$ cat src/rtl/prime_div3_stats.sv
// prime_div3_stats: windowed statistics over a stream of classified nibbles.
// Counts prime, divisible-by-3 and both flags over WIN accepted samples,
// tracks the longest run of consecutive primes, and presents one report per
// window through a valid/ready handshake.
// Optional feature macro: PRIME_DIV3_CHECK_EN. When defined, the classifier
// flags are re-derived from in_nibble and any disagreement sets a sticky err.
`timescale 1ns/1ps

module prime_div3_stats #(
    parameter int CNT_W = 8,
    parameter int WIN   = 16
) (
    input  logic             clk,
    input  logic             rst_n,
    input  logic             clear,
    input  logic             in_valid,
    output logic             in_ready,
    input  logic [3:0]       in_nibble,
    input  logic             in_p,
    input  logic             in_d,
    output logic             out_valid,
    input  logic             out_ready,
    output logic [CNT_W-1:0] out_prime_cnt,
    output logic [CNT_W-1:0] out_div3_cnt,
    output logic [CNT_W-1:0] out_both_cnt,
    output logic [CNT_W-1:0] out_max_run,
    output logic             err
);

    typedef enum logic [0:0] {ACCUM, REPORT} state_t;

    localparam logic [CNT_W-1:0] CNT_MAX = '1;
    localparam logic [CNT_W-1:0] WIN_C   = CNT_W'(WIN);

    state_t           state_q, state_d;
    logic [CNT_W-1:0] sample_q, sample_d;
    logic [CNT_W-1:0] prime_q, prime_d;
    logic [CNT_W-1:0] div3_q, div3_d;
    logic [CNT_W-1:0] both_q, both_d;
    logic [CNT_W-1:0] run_q, run_d;
    logic [CNT_W-1:0] max_q, max_d;
    logic [CNT_W-1:0] oprime_q, oprime_d;
    logic [CNT_W-1:0] odiv3_q, odiv3_d;
    logic [CNT_W-1:0] oboth_q, oboth_d;
    logic [CNT_W-1:0] omax_q, omax_d;

    logic             accept;
    logic             handshake;
    logic [CNT_W-1:0] sample_nxt, prime_nxt, div3_nxt, both_nxt, run_nxt, max_nxt;

    // Counters stop at all-ones rather than wrapping.
    function automatic logic [CNT_W-1:0] sat_inc(input logic [CNT_W-1:0] v, input logic en);
        if (en && (v != CNT_MAX)) return v + CNT_W'(1);
        return v;
    endfunction

    // clear wins over both acceptance and the report handshake.
    assign accept    = (state_q == ACCUM)  && in_valid  && !clear;
    assign handshake = (state_q == REPORT) && out_ready && !clear;

    // Candidate counter values if the presented sample is taken; the max
    // includes the run value produced by this very sample.
    assign sample_nxt = sat_inc(sample_q, 1'b1);
    assign prime_nxt  = sat_inc(prime_q, in_p);
    assign div3_nxt   = sat_inc(div3_q, in_d);
    assign both_nxt   = sat_inc(both_q, in_p & in_d);
    assign run_nxt    = in_p ? sat_inc(run_q, 1'b1) : '0;
    assign max_nxt    = (run_nxt > max_q) ? run_nxt : max_q;

    // Next-state, counter updates, report latching and handshake outputs.
    always_comb begin
        state_d   = state_q;
        sample_d  = sample_q;
        prime_d   = prime_q;
        div3_d    = div3_q;
        both_d    = both_q;
        run_d     = run_q;
        max_d     = max_q;
        oprime_d  = oprime_q;
        odiv3_d   = odiv3_q;
        oboth_d   = oboth_q;
        omax_d    = omax_q;
        in_ready  = (state_q == ACCUM);
        out_valid = (state_q == REPORT);

        if (clear || handshake) begin
            state_d  = ACCUM;
            sample_d = '0;
            prime_d  = '0;
            div3_d   = '0;
            both_d   = '0;
            run_d    = '0;
            max_d    = '0;
        end else if (accept) begin
            sample_d = sample_nxt;
            prime_d  = prime_nxt;
            div3_d   = div3_nxt;
            both_d   = both_nxt;
            run_d    = run_nxt;
            max_d    = max_nxt;
            if (sample_nxt == WIN_C) begin
                state_d  = REPORT;
                oprime_d = prime_nxt;
                odiv3_d  = div3_nxt;
                oboth_d  = both_nxt;
                omax_d   = max_nxt;
            end
        end
    end

    // State, window counters and report registers.
    always_ff @(posedge clk or negedge rst_n) begin
        if (!rst_n) begin
            state_q  <= ACCUM;
            sample_q <= '0;
            prime_q  <= '0;
            div3_q   <= '0;
            both_q   <= '0;
            run_q    <= '0;
            max_q    <= '0;
            oprime_q <= '0;
            odiv3_q  <= '0;
            oboth_q  <= '0;
            omax_q   <= '0;
        end else begin
            state_q  <= state_d;
            sample_q <= sample_d;
            prime_q  <= prime_d;
            div3_q   <= div3_d;
            both_q   <= both_d;
            run_q    <= run_d;
            max_q    <= max_d;
            oprime_q <= oprime_d;
            odiv3_q  <= odiv3_d;
            oboth_q  <= oboth_d;
            omax_q   <= omax_d;
        end
    end

    assign out_prime_cnt = oprime_q;
    assign out_div3_cnt  = odiv3_q;
    assign out_both_cnt  = oboth_q;
    assign out_max_run   = omax_q;

`ifdef PRIME_DIV3_CHECK_EN
    logic err_q, err_d;
    logic ref_p, ref_d;

    // Reference classification of the nibble.
    always_comb begin
        ref_p = 1'b0;
        ref_d = 1'b0;
        case (in_nibble)
            4'd2, 4'd3, 4'd5, 4'd7, 4'd11, 4'd13: ref_p = 1'b1;
            default:                              ref_p = 1'b0;
        endcase
        case (in_nibble)
            4'd0, 4'd3, 4'd6, 4'd9, 4'd12, 4'd15: ref_d = 1'b1;
            default:                              ref_d = 1'b0;
        endcase
        err_d = err_q | (accept & ((ref_p != in_p) | (ref_d != in_d)));
    end

    // Sticky mismatch flag; only reset clears it.
    always_ff @(posedge clk or negedge rst_n) begin
        if (!rst_n) err_q <= 1'b0;
        else        err_q <= err_d;
    end

    assign err = err_q;
`else
    logic unused_nibble;
    assign unused_nibble = ^in_nibble;
    assign err           = 1'b0;
`endif

endmodule

$ cat config.mk
export PLATFORM = sky130hd
export DESIGN_NAME = prime_div3_stats
export DESIGN_NICKNAME = d
export VERILOG_FILES = /design/src/rtl/prime_div3_stats.sv
export SDC_FILE = /design/constraint.sdc
export NUM_CORES = 1
export LEC_CHECK = 0
export ABC_AREA = 1
export BUFFER_PORTS_ARGS = -buffer_cell sky130_fd_sc_hd__buf_2
export CAP_MARGIN = 30
export CORE_MARGIN = 5
export CORE_UTILIZATION = 40
export DETAILED_ROUTE_END_ITERATION = 8
export MAX_ROUTING_LAYER = met4
export SYNTH_ARGS = -nofsm -noshare
export SYNTH_HDL_FRONTEND = slang
export SYNTH_SLANG_ARGS = --single-unit
$ cat constraint.sdc
create_clock -name clk -period 3.35 [get_ports clk]
set_input_delay 0.335 -clock clk [delete_from_list [all_inputs] [get_ports clk]]
set_output_delay 0.335 -clock clk [all_outputs]
set_load 0.03 [all_outputs]
# --- Word level (Yosys, flattened, before mapping) ---
# Cells that the tools add are included.
op_classes:
  order_cmp: 1
  addsub: 5
  mux: 32
  reduce_logical: 13
  n_eq_ne: 6
  bitwise_logic: 3
op_table:
  columns: ["op", "n"]
  rows:
  - ["8-bit two-way mux", 24]
  - ["8-bit by 1-bit adder with 8-bit output (second input constant)", 5]
  - ["8-bit inequality test (second input constant)", 5]
  - ["8-bit by 5-bit equality test with 1-bit output (second input constant)", 1]
  - ["8-bit > comparator", 1]
  - ["1-bit two-way mux", 8]
  - ["1-bit logical AND", 7]
  - ["2-bit nonzero test", 2]
  - ["3-bit AND reduction", 1]
  - ["1-bit NOT", 2]
  - ["2-bit AND reduction", 1]
  - ["1-bit bitwise AND", 1]
  - ["1-bit zero test", 1]
  - ["1-bit logical OR", 1]
word_totals:
  input_bits: 11
  reg_bits: 81

# --- Longest topological paths before layout ---
# Gate-level depths: netlist (run 1).
logic_depth:
  word_depth: 8
  ltp_mapped: 18

# --- Least setup slack after synthesis (run 1) ---
# OpenSTA, ideal clock, no wires.
synth_timing:
  path_type: "flip-flop to flip-flop"
  startpoint: "register run_q[0]"
  endpoint: "register max_q[0]"
  path_stages_with_launch: 19
  arrival_time_ns: 2.141
  setup_ns: 0.118
  synth_period_minus_slack_ns: 2.259
  setup_slack_ns: 1.091
  t_required_ns: 3.232
  path_cell_list: "dfrtp_1 ha_1 clkinv_1 nor2_2 nand2_2 nand2_1 nor2_1 nor3_1 ha_1 nand2_1 a21oi_1 nand2_1 nand2_1 nand2_1 nand2_2 nand2_2 nand2_1 nand3_1 nand2_1"
synth_via:
  elab_chain_len: 8
  elab_cells_between_ends: 10
synth_lines:
  columns: ["item", "line", "text"]
  rows:
  - ["from (decl)", "40", "logic [CNT_W-1:0] run_q, run_d;"]
  - ["from (signal assigned)", "131", "run_q <= run_d;"]
  - ["8-bit by 1-bit adder with 8-bit output / 8-bit inequality test (equally long branches)", "53", "if (en && (v != CNT_MAX)) return v + CNT_W'(1);"]
  - ["8-bit two-way mux / 1-bit two-way mux (equally long branches)", "53", null]
  - ["8-bit two-way mux *", "54", "return v;"]
  - ["8-bit two-way mux *", "67", "assign run_nxt = in_p ? sat_inc(run_q, 1'b1) : '0;"]
  - ["8-bit > comparator", "68", "assign max_nxt = (run_nxt > max_q) ? run_nxt : max_q;"]
  - ["8-bit two-way mux *", "68", null]
  - ["8-bit two-way mux *", "94", "end else if (accept) begin"]
  - ["8-bit two-way mux *", "86", "if (clear || handshake) begin"]
  - ["to (signal assigned)", "132", "max_q <= max_d;"]
  - ["to (decl)", "41", "logic [CNT_W-1:0] max_q, max_d;"]
# Mark *: on every way between the ends. The rest lies on a longest branch, timed or not. The select of a mux whose other input is x is not followed.
# A chain may end at the register's enable or synchronous reset.

# --- Final worst setup path (run 1) ---
layout_timing:
  startpoint: "register run_q[0]"
  endpoint: "register omax_q[1], in the netlist out_max_run[1]"
layout_via:
  elab_chain_len: 6
  elab_cells_between_ends: 8
layout_lines:
  columns: ["item", "line", "text"]
  rows:
  - ["8-bit by 1-bit adder with 8-bit output / 8-bit inequality test (equally long branches)", "53", null]
  - ["8-bit two-way mux / 1-bit two-way mux (equally long branches)", "53", null]
  - ["8-bit two-way mux *", "54", null]
  - ["8-bit two-way mux *", "67", null]
  - ["8-bit > comparator", "68", null]
  - ["8-bit two-way mux *", "68", null]
  - ["to (signal assigned)", "136", "omax_q <= omax_d;"]
  - ["to (decl)", "45", "logic [CNT_W-1:0] omax_q, omax_d;"]
# Marks and branches as above.

==> metrics.log, run 1 <==
[metrics] required time of the worst setup path: 3.58 ns
[metrics] Cell Area, Synth: 4270 um^2
[metrics] vias in the first global route: 3342
[metrics] number of rows in the core area: 37
[metrics] Max Fanout on Critical Path: 9
[metrics] initial core utilization: 41.2%
[metrics] Critical Path Sink Type: register
[metrics] Least-Margin Pin Slew: 0.639 ns
[metrics] CTS Hold Bufs: 1
[metrics] post-detailed-placement cell area: 4600 um^2
[metrics] 1st-pass router iterations: 4
[metrics] min cycle time layout: 2.75 ns
[metrics] internal power: 1.61 mW
[metrics] library cell occupying the most area in the post-synthesis netlist: sky130_fd_sc_hd__dfrtp_1
[metrics] clock network fraction of design power: 33.7%
[metrics] die footprint: 12800 um^2
[metrics] number of buffers inserted during clock tree synthesis: 9
[metrics] gr ovfl total: 0
[metrics] sequential share of power: 44.5%
[metrics] critical path class: register to register
[metrics] post-detail-place hpwl: 6300 um
[metrics] Net count, final: 576
[metrics] final hold viol count: 0
[metrics] count of yosys warnings during synthesis: 0
[metrics] I/O pins: 46
[metrics] area share of the largest cell type after synthesis: 47.5%
[metrics] growth of design area from synthesis to finish: 13.1%
[metrics] RSZ-0062 raised after global routing: false
[metrics] most frequent cell after synthesis: sky130_fd_sc_hd__nand2_1
[metrics] Setup Buffers After CTS: 0
[metrics] number of nets produced by synthesis: 537
[metrics] share of async-settable or async-resettable flops after synthesis: 100%
[metrics] switching share of power: 31.6%
[metrics] relative slew slack: 57.3%
[metrics] post-synthesis area per instance: 8.29 um^2
[metrics] post-route cell area: 4830 um^2
[metrics] maximum number of pins on one net before global-route repair: 55
[metrics] global router's overall resource usage: 15.7%
[metrics] power density normalized to cell area: 488 nW/um^2
[metrics] critical path arrival: 2.98 ns
[metrics] die span in x: 113 um
[metrics] y dimension of the die: 113 um
[metrics] crit start category: register
[metrics] number of flops mapped to enable cells by yosys: 0
[metrics] weighted congestion at the end of routability-driven global placement: 0.860
[metrics] number of antenna violations at the first check in global routing: 0
[metrics] DP Worst Slack: 0.638 ns
[metrics] Power, Total: 2.36 mW
[metrics] Max Clk Rate: 364 MHz
[metrics] final clock skew: 0.0123 ns
[metrics] antenna-violating nets left: 0
[metrics] # fillers: 1028
[metrics] Sequential Area: 2030 um^2
[metrics] dominant synthesized flop cell: sky130_fd_sc_hd__dfrtp_1
[metrics] count of port buffers added during placement: 40
[metrics] crit path setup slack, layout: 0.602 ns
[metrics] buffers from clock root to sink, at most: 2
[metrics] Resized cells post-CTS: 0
[metrics] area used by multi-input combinational logic: 1870 um^2
[metrics] core utilization of the finished layout: 46.6%
[metrics] Ant. Diodes: 0
[metrics] hold_ws: 0.287 ns
[metrics] Clock Pin Slew Worst Setup and Hold Paths: 0.08 ns
[metrics] setup TNS after final layout: 0 ns
[metrics] fraction of layout instances using a drive strength above 1: 17.9%
[metrics] average wire per standard cell: 12.9 um
[metrics] Unique masters post-synth: 36
[metrics] routed via count: 3371
[metrics] power dissipated by switching net loads: 0.745 mW
[metrics] Final Cycle Share: 82.0%
[metrics] CORE AREA: 10400 um^2
[metrics] H-tree depth reported by CTS: 3
[metrics] Post-synth top cells: sky130_fd_sc_hd__nand2_1, sky130_fd_sc_hd__dfrtp_1, sky130_fd_sc_hd__inv_1, sky130_fd_sc_hd__nand3_1, sky130_fd_sc_hd__o22ai_1
[metrics] initial drt markers: 200
[metrics] worst hold-check path type: input pin to register
[metrics] final non-filler cell total: 694
[metrics] clock insertion delay at the later pin of the skew report: 0.35 ns
[metrics] proportion of synthesized chip area in sequential cells: 47.5%
[metrics] count of placed standard cells including taps: 678
[metrics] total wire length after detailed routing: 8990 um
[metrics] part of the power in combinational logic: 21.8%
[metrics] final number of setup-violating endpoints: 0
[metrics] first-pass GRT wire length: 16200 um
[metrics] root cell of the clock tree: sky130_fd_sc_hd__clkbuf_8
[metrics] number of violations of the max-capacitance limit: 0
[metrics] via-per-instance ratio: 4.86
[metrics] maximum vdd drop: 0.239 mV
[metrics] clock tree sinks: 81
[metrics] final routed DRC violation total: 0
[metrics] number of slew-limit violations in the final report: 0
[metrics] top cells by area in the synthesized netlist: sky130_fd_sc_hd__dfrtp_1, sky130_fd_sc_hd__nand2_1, sky130_fd_sc_hd__inv_1, sky130_fd_sc_hd__nand3_1, sky130_fd_sc_hd__xor2_1
[metrics] status: finished, final reports clean
[metrics] clock tree from TritonCTS: yes
[metrics] number of storage elements in the synthesis netlist: 81
[metrics] Cells after Synth: 515
[metrics] leakage power total: 2.37 nW
-- path summary, 6_finish.rpt --
| path | to | from | depth (start not counted) | slack [ns] |
|---|---|---|---|---|
| worst max-delay path | out_max_run[1] | run_q[0] | 18 | 0.60 |
| worst min-delay path | sample_q[1] | out_ready | 4 | 0.29 |
| worst max register to register | out_max_run[1] | run_q[0] | 18 | 0.60 |
| worst min register to register | out_div3_cnt[6] | out_div3_cnt[6] | 2 | 0.48 |
| max in group asynchronous | div3_q[6] | rst_n | 3 | 2.30 |
| min in group asynchronous | out_prime_cnt[1] | rst_n | 2 | 0.45 |
-- cells in the final DEF (no fill, tap or decap), types with 4 or more instances in the layout --
| cell | count |
|---|---|
| sky130_fd_sc_hd__dfrtp_1 | 81 |
| sky130_fd_sc_hd__xor2_1 | 23 |
| sky130_fd_sc_hd__o22ai_1 | 28 |
| sky130_fd_sc_hd__ha_1 | 11 |
| sky130_fd_sc_hd__nand2_2 | 4 |
| sky130_fd_sc_hd__buf_2 | 39 |
| sky130_fd_sc_hd__o21ai_0 | 16 |
| sky130_fd_sc_hd__inv_2 | 13 |
| sky130_fd_sc_hd__nand3_1 | 41 |
| sky130_fd_sc_hd__inv_1 | 58 |
| sky130_fd_sc_hd__nand2_1 | 133 |
| sky130_fd_sc_hd__nor2_1 | 14 |
| sky130_fd_sc_hd__a21oi_1 | 6 |
| sky130_fd_sc_hd__clkbuf_8 | 10 |
| sky130_fd_sc_hd__nand4_1 | 6 |
| sky130_fd_sc_hd__o21ai_2 | 13 |
| sky130_fd_sc_hd__nor2_2 | 4 |
| sky130_fd_sc_hd__nor3_1 | 12 |
| sky130_fd_sc_hd__o21ai_1 | 16 |
-- worst max-delay path, stage by stage (launching register included) --
cell and delay, ns:
sky130_fd_sc_hd__dfrtp_1 0.42, sky130_fd_sc_hd__ha_1 0.22, sky130_fd_sc_hd__clkinv_1 0.08, sky130_fd_sc_hd__nor2_2 0.23, sky130_fd_sc_hd__nand2_2 0.15, sky130_fd_sc_hd__nand2_1 0.08, sky130_fd_sc_hd__nor2_1 0.04, sky130_fd_sc_hd__nor3_1 0.26
sky130_fd_sc_hd__ha_1 0.30, sky130_fd_sc_hd__nand2_1 0.07, sky130_fd_sc_hd__a21oi_1 0.05, sky130_fd_sc_hd__nand2_1 0.06, sky130_fd_sc_hd__nand2_1 0.05, sky130_fd_sc_hd__nand2_1 0.07, sky130_fd_sc_hd__nand2_2 0.13, sky130_fd_sc_hd__nand2_2 0.19
sky130_fd_sc_hd__nand2_1 0.09, sky130_fd_sc_hd__nand3_1 0.10, sky130_fd_sc_hd__nand2_1 0.06
-- per-layer routing --
metal  vias to the layer above  GRT usage [%]  part of all wire, %
met5                         -              -                    0
met4                         0           3.61                 0.62
met3                         4           3.42                  3.6
met2                        44           24.6                   46
met1                      1569           20.9                   50
li1                       1754              -                    -
-- state kept, by name, summed over array words and instances (netlist names) --
signal         count
max_q              8
out_both_cnt       8
out_valid          1
div3_q             8
run_q              8
both_q             8
out_max_run        8
out_prime_cnt      8
prime_q            8
out_div3_cnt       8
sample_q           8
-- power groups by stage --
stage               registers (mW)  clock network (mW)  logic, mW
floorplan                     1.06                   0      0.397
global placement              1.07                   0      0.505
detailed placement            1.07                   0      0.516
CTS                           1.05               0.825      0.519
global route                  1.05               0.865      0.608
finish                        1.05               0.794      0.514
-- cell type report --
cell class | count | area share [%]
inverter | 73 | 5.67
multi-input combinational | 344 | 38.6
timing repair buffer | 45 | 5.70
sequential | 81 | 42.0
tap | 136 | 3.52
clock inverter | 4 | 1.58
clock buffer | 11 | 2.93
-- cell families after synthesis --
family / Yosys count / share of synthesized area, %
XOR/XNOR: 25 / 5.13
buffers and inverters: 90 / 8.94
AND/OR/NAND/NOR: 225 / 23.4
AO/OA/AOI/OAI: 82 / 11.7
other: 1 / 0.0878
flip-flops: 81 / 47.5
adder cells (fa/ha/maj): 11 / 3.22
Note: power is estimated with default switching activity, not from simulation.
==> inputs of run 2 (changes only) <==
==> constraint.sdc (replaced) <==
create_clock -name clk -period 2.5 [get_ports clk]
set_input_delay 0.25 -clock clk [delete_from_list [all_inputs] [get_ports clk]]
set_output_delay 0.25 -clock clk [all_outputs]
set_load 0.03 [all_outputs]
==> metrics.log, run 2 (synthesis results as in run 1) <==
[metrics] Least-Margin Pin Slew: 0.606 ns (was 0.639 ns)
[metrics] Max Fanout on Critical Path: 8 (was 9)
[metrics] count of placed standard cells including taps: 691 (was 678)
[metrics] root cell of the clock tree: sky130_fd_sc_hd__clkbuf_8 (unchanged)
[metrics] routed via count: 3645 (was 3371)
[metrics] final number of setup-violating endpoints: 0 (unchanged)
[metrics] clock insertion delay at the later pin of the skew report: 0.35 ns (about the same)
[metrics] critical path class: register to register (unchanged)
[metrics] final non-filler cell total: 717 (was 694)
[metrics] status: finished, final reports clean (unchanged)
[metrics] Critical Path Sink Type: register (unchanged)
[metrics] RSZ-0062 raised after global routing: true (was false)
[metrics] total wire length after detailed routing: 10000 um (was 8990 um)
[metrics] required time of the worst setup path: 2.74 ns (was 3.58 ns)
[metrics] relative slew slack: 59.5% (was 57.3%)
[metrics] power density normalized to cell area: 713 nW/um^2 (was 488 nW/um^2)
[metrics] weighted congestion at the end of routability-driven global placement: 0.864 (was 0.860)
[metrics] number of slew-limit violations in the final report: 0 (unchanged)
[metrics] critical path arrival: 2.65 ns (was 2.98 ns)
[metrics] min cycle time layout: 2.41 ns (was 2.75 ns)
[metrics] I/O pins: 46 (unchanged)
[metrics] initial drt markers: 222 (was 200)
[metrics] growth of design area from synthesis to finish: 22.8% (was 13.1%)
[metrics] clock tree sinks: 81 (unchanged)
[metrics] number of buffers inserted during clock tree synthesis: 9 (unchanged)
[metrics] global router's overall resource usage: 16.1% (was 15.7%)
[metrics] 1st-pass router iterations: 4 (unchanged)
[metrics] Clock Pin Slew Worst Setup and Hold Paths: 0.08 ns (about the same)
[metrics] maximum number of pins on one net before global-route repair: 42 (was 55)
[metrics] fraction of layout instances using a drive strength above 1: 28.9% (was 17.9%)
[metrics] maximum vdd drop: 0.513 mV (was 0.239 mV)
[metrics] final hold viol count: 0 (unchanged)
[metrics] crit path setup slack, layout: 0.0869 ns (was 0.602 ns)
[metrics] initial core utilization: 41.2% (unchanged)
[metrics] clock tree from TritonCTS: yes (unchanged)
[metrics] Ant. Diodes: 0 (unchanged)
[metrics] y dimension of the die: 113 um (unchanged)
[metrics] CORE AREA: 10400 um^2 (unchanged)
[metrics] H-tree depth reported by CTS: 3 (unchanged)
[metrics] Max Clk Rate: 414 MHz (was 364 MHz)
[metrics] final clock skew: 0.00717 ns (was 0.0123 ns)
[metrics] number of rows in the core area: 37 (unchanged)
[metrics] commonest cells after routing, fill and taps aside: sky130_fd_sc_hd__nand2_1, sky130_fd_sc_hd__dfrtp_1, sky130_fd_sc_hd__inv_1 (unchanged)
[metrics] number of antenna violations at the first check in global routing: 0 (unchanged)
[metrics] post-route cell area: 5240 um^2 (was 4830 um^2)
[metrics] average wire per standard cell: 14.0 um (was 12.9 um)
[metrics] Net count, final: 598 (was 576)
[metrics] die span in x: 113 um (unchanged)
[metrics] Worst R2R Setup Slack: 0.09 ns (was 0.60 ns)
[metrics] vias in the first global route: 3570 (was 3342)
[metrics] count of port buffers added during placement: 40 (unchanged)
[metrics] via-per-instance ratio: 5.08 (was 4.86)
[metrics] first-pass GRT wire length: 16600 um (was 16200 um)
[metrics] buffers from clock root to sink, at most: 2 (unchanged)
[metrics] worst hold-check path type: input pin to register (unchanged)
[metrics] post-detailed-placement cell area: 4670 um^2 (was 4600 um^2)
[metrics] final routed DRC violation total: 0 (unchanged)
[metrics] DP Worst Slack: -0.0287 ns (was 0.638 ns)
[metrics] leakage power total: 2.50 nW (was 2.37 nW)
[metrics] die footprint: 12800 um^2 (unchanged)
[metrics] crit start category: register (unchanged)
[metrics] gr ovfl total: 0 (unchanged)
[metrics] antenna-violating nets left: 0 (unchanged)
[metrics] number of violations of the max-capacitance limit: 0 (unchanged)
[metrics] most frequent standard cell in the layout excluding fill and tap cells: sky130_fd_sc_hd__nand2_1 (unchanged)
[metrics] setup TNS after final layout: 0 ns (unchanged)
[metrics] post-detail-place hpwl: 6670 um (was 6300 um)
[metrics] Final Cycle Share: 96.5% (was 82.0%)
==> run 2: per-layer routing <==
layer,vias to the layer above,share of wire (%),global-route usage [%]
li1,1804,-,-
met1,1745,46,20.1
met2,76,48,26.8
met3,20,4.1,2.94
met4,0,1.9,4.81
met5,-,0,-
==> run 2: area by class of cell <==
| type | count | area (um^2) |
|---|---|---|
| Clock buffer | 11 | 131 |
| Multi-Input combinational cell | 344 | 2140 |
| Inverter | 73 | 274 |
| Sequential cell | 81 | 2030 |
| Timing Repair Buffer | 67 | 440 |
| Fill cell | 974 | 5130 |
| Clock inverter | 5 | 56.3 |
| Tap cell | 136 | 170 |
==> run 2: per-stage QoR <==
step	utilization [%]	total power [mW]	hold slack (ns)
after floorplan	-	1.95	-0.0456
after global placement	45.0	2.16	0.275
after detailed placement	45.0	2.18	0.285
after CTS	47.0	3.11	0.188
after global routing	50.6	3.96	0.213
final	50.6	3.74	0.199
==> run 2: worst max-delay path: stages, from the launching register on <==
cell and delay [ns]:
sky130_fd_sc_hd__dfrtp_1 0.45, sky130_fd_sc_hd__nand2_1 0.13, sky130_fd_sc_hd__nor2_2 0.20, sky130_fd_sc_hd__nand2_4 0.09, sky130_fd_sc_hd__buf_4 0.14, sky130_fd_sc_hd__nand2_1 0.07, sky130_fd_sc_hd__nand2_2 0.06, sky130_fd_sc_hd__inv_2 0.07
sky130_fd_sc_hd__ha_4 0.20, sky130_fd_sc_hd__a21o_1 0.18, sky130_fd_sc_hd__a21oi_1 0.23, sky130_fd_sc_hd__nand2_4 0.12, sky130_fd_sc_hd__nand2_8 0.13, sky130_fd_sc_hd__nand2_1 0.08, sky130_fd_sc_hd__nand3_1 0.09, sky130_fd_sc_hd__nand2_1 0.06
==> run 2: path summary, 6_finish.rpt <==
path	from	end	cells after the start
setup / recovery	run_q[4]	out_max_run[7]	15
hold / removal	clear	out_valid	4
min in group asynchronous	rst_n	prime_q[5]	2
setup reg to reg	run_q[4]	out_max_run[7]	15
max in group asynchronous	rst_n	div3_q[1]	3
hold reg to reg	out_max_run[4]	out_max_run[4]	2
==> run 2: power by group <==
| part | total (mW) | internal [mW] | switching [mW] |
|---|---|---|---|
| sequential | 1.41 | 1.36 | 0.0450 |
| clock | 0.933 | 0.461 | 0.472 |
| combinational | 1.40 | 0.558 | 0.840 |
==> run 2: what timing repair did <==
action / CTS / global route
buffers inserted: 0 / 9
hold endpoints to repair: 39 / 0
pin swaps: 0 / 32
gates resized for setup: 1 / 63
hold buffers: 1 / 0
setup endpoints to repair: 16 / 16
cloned: 0 / 0
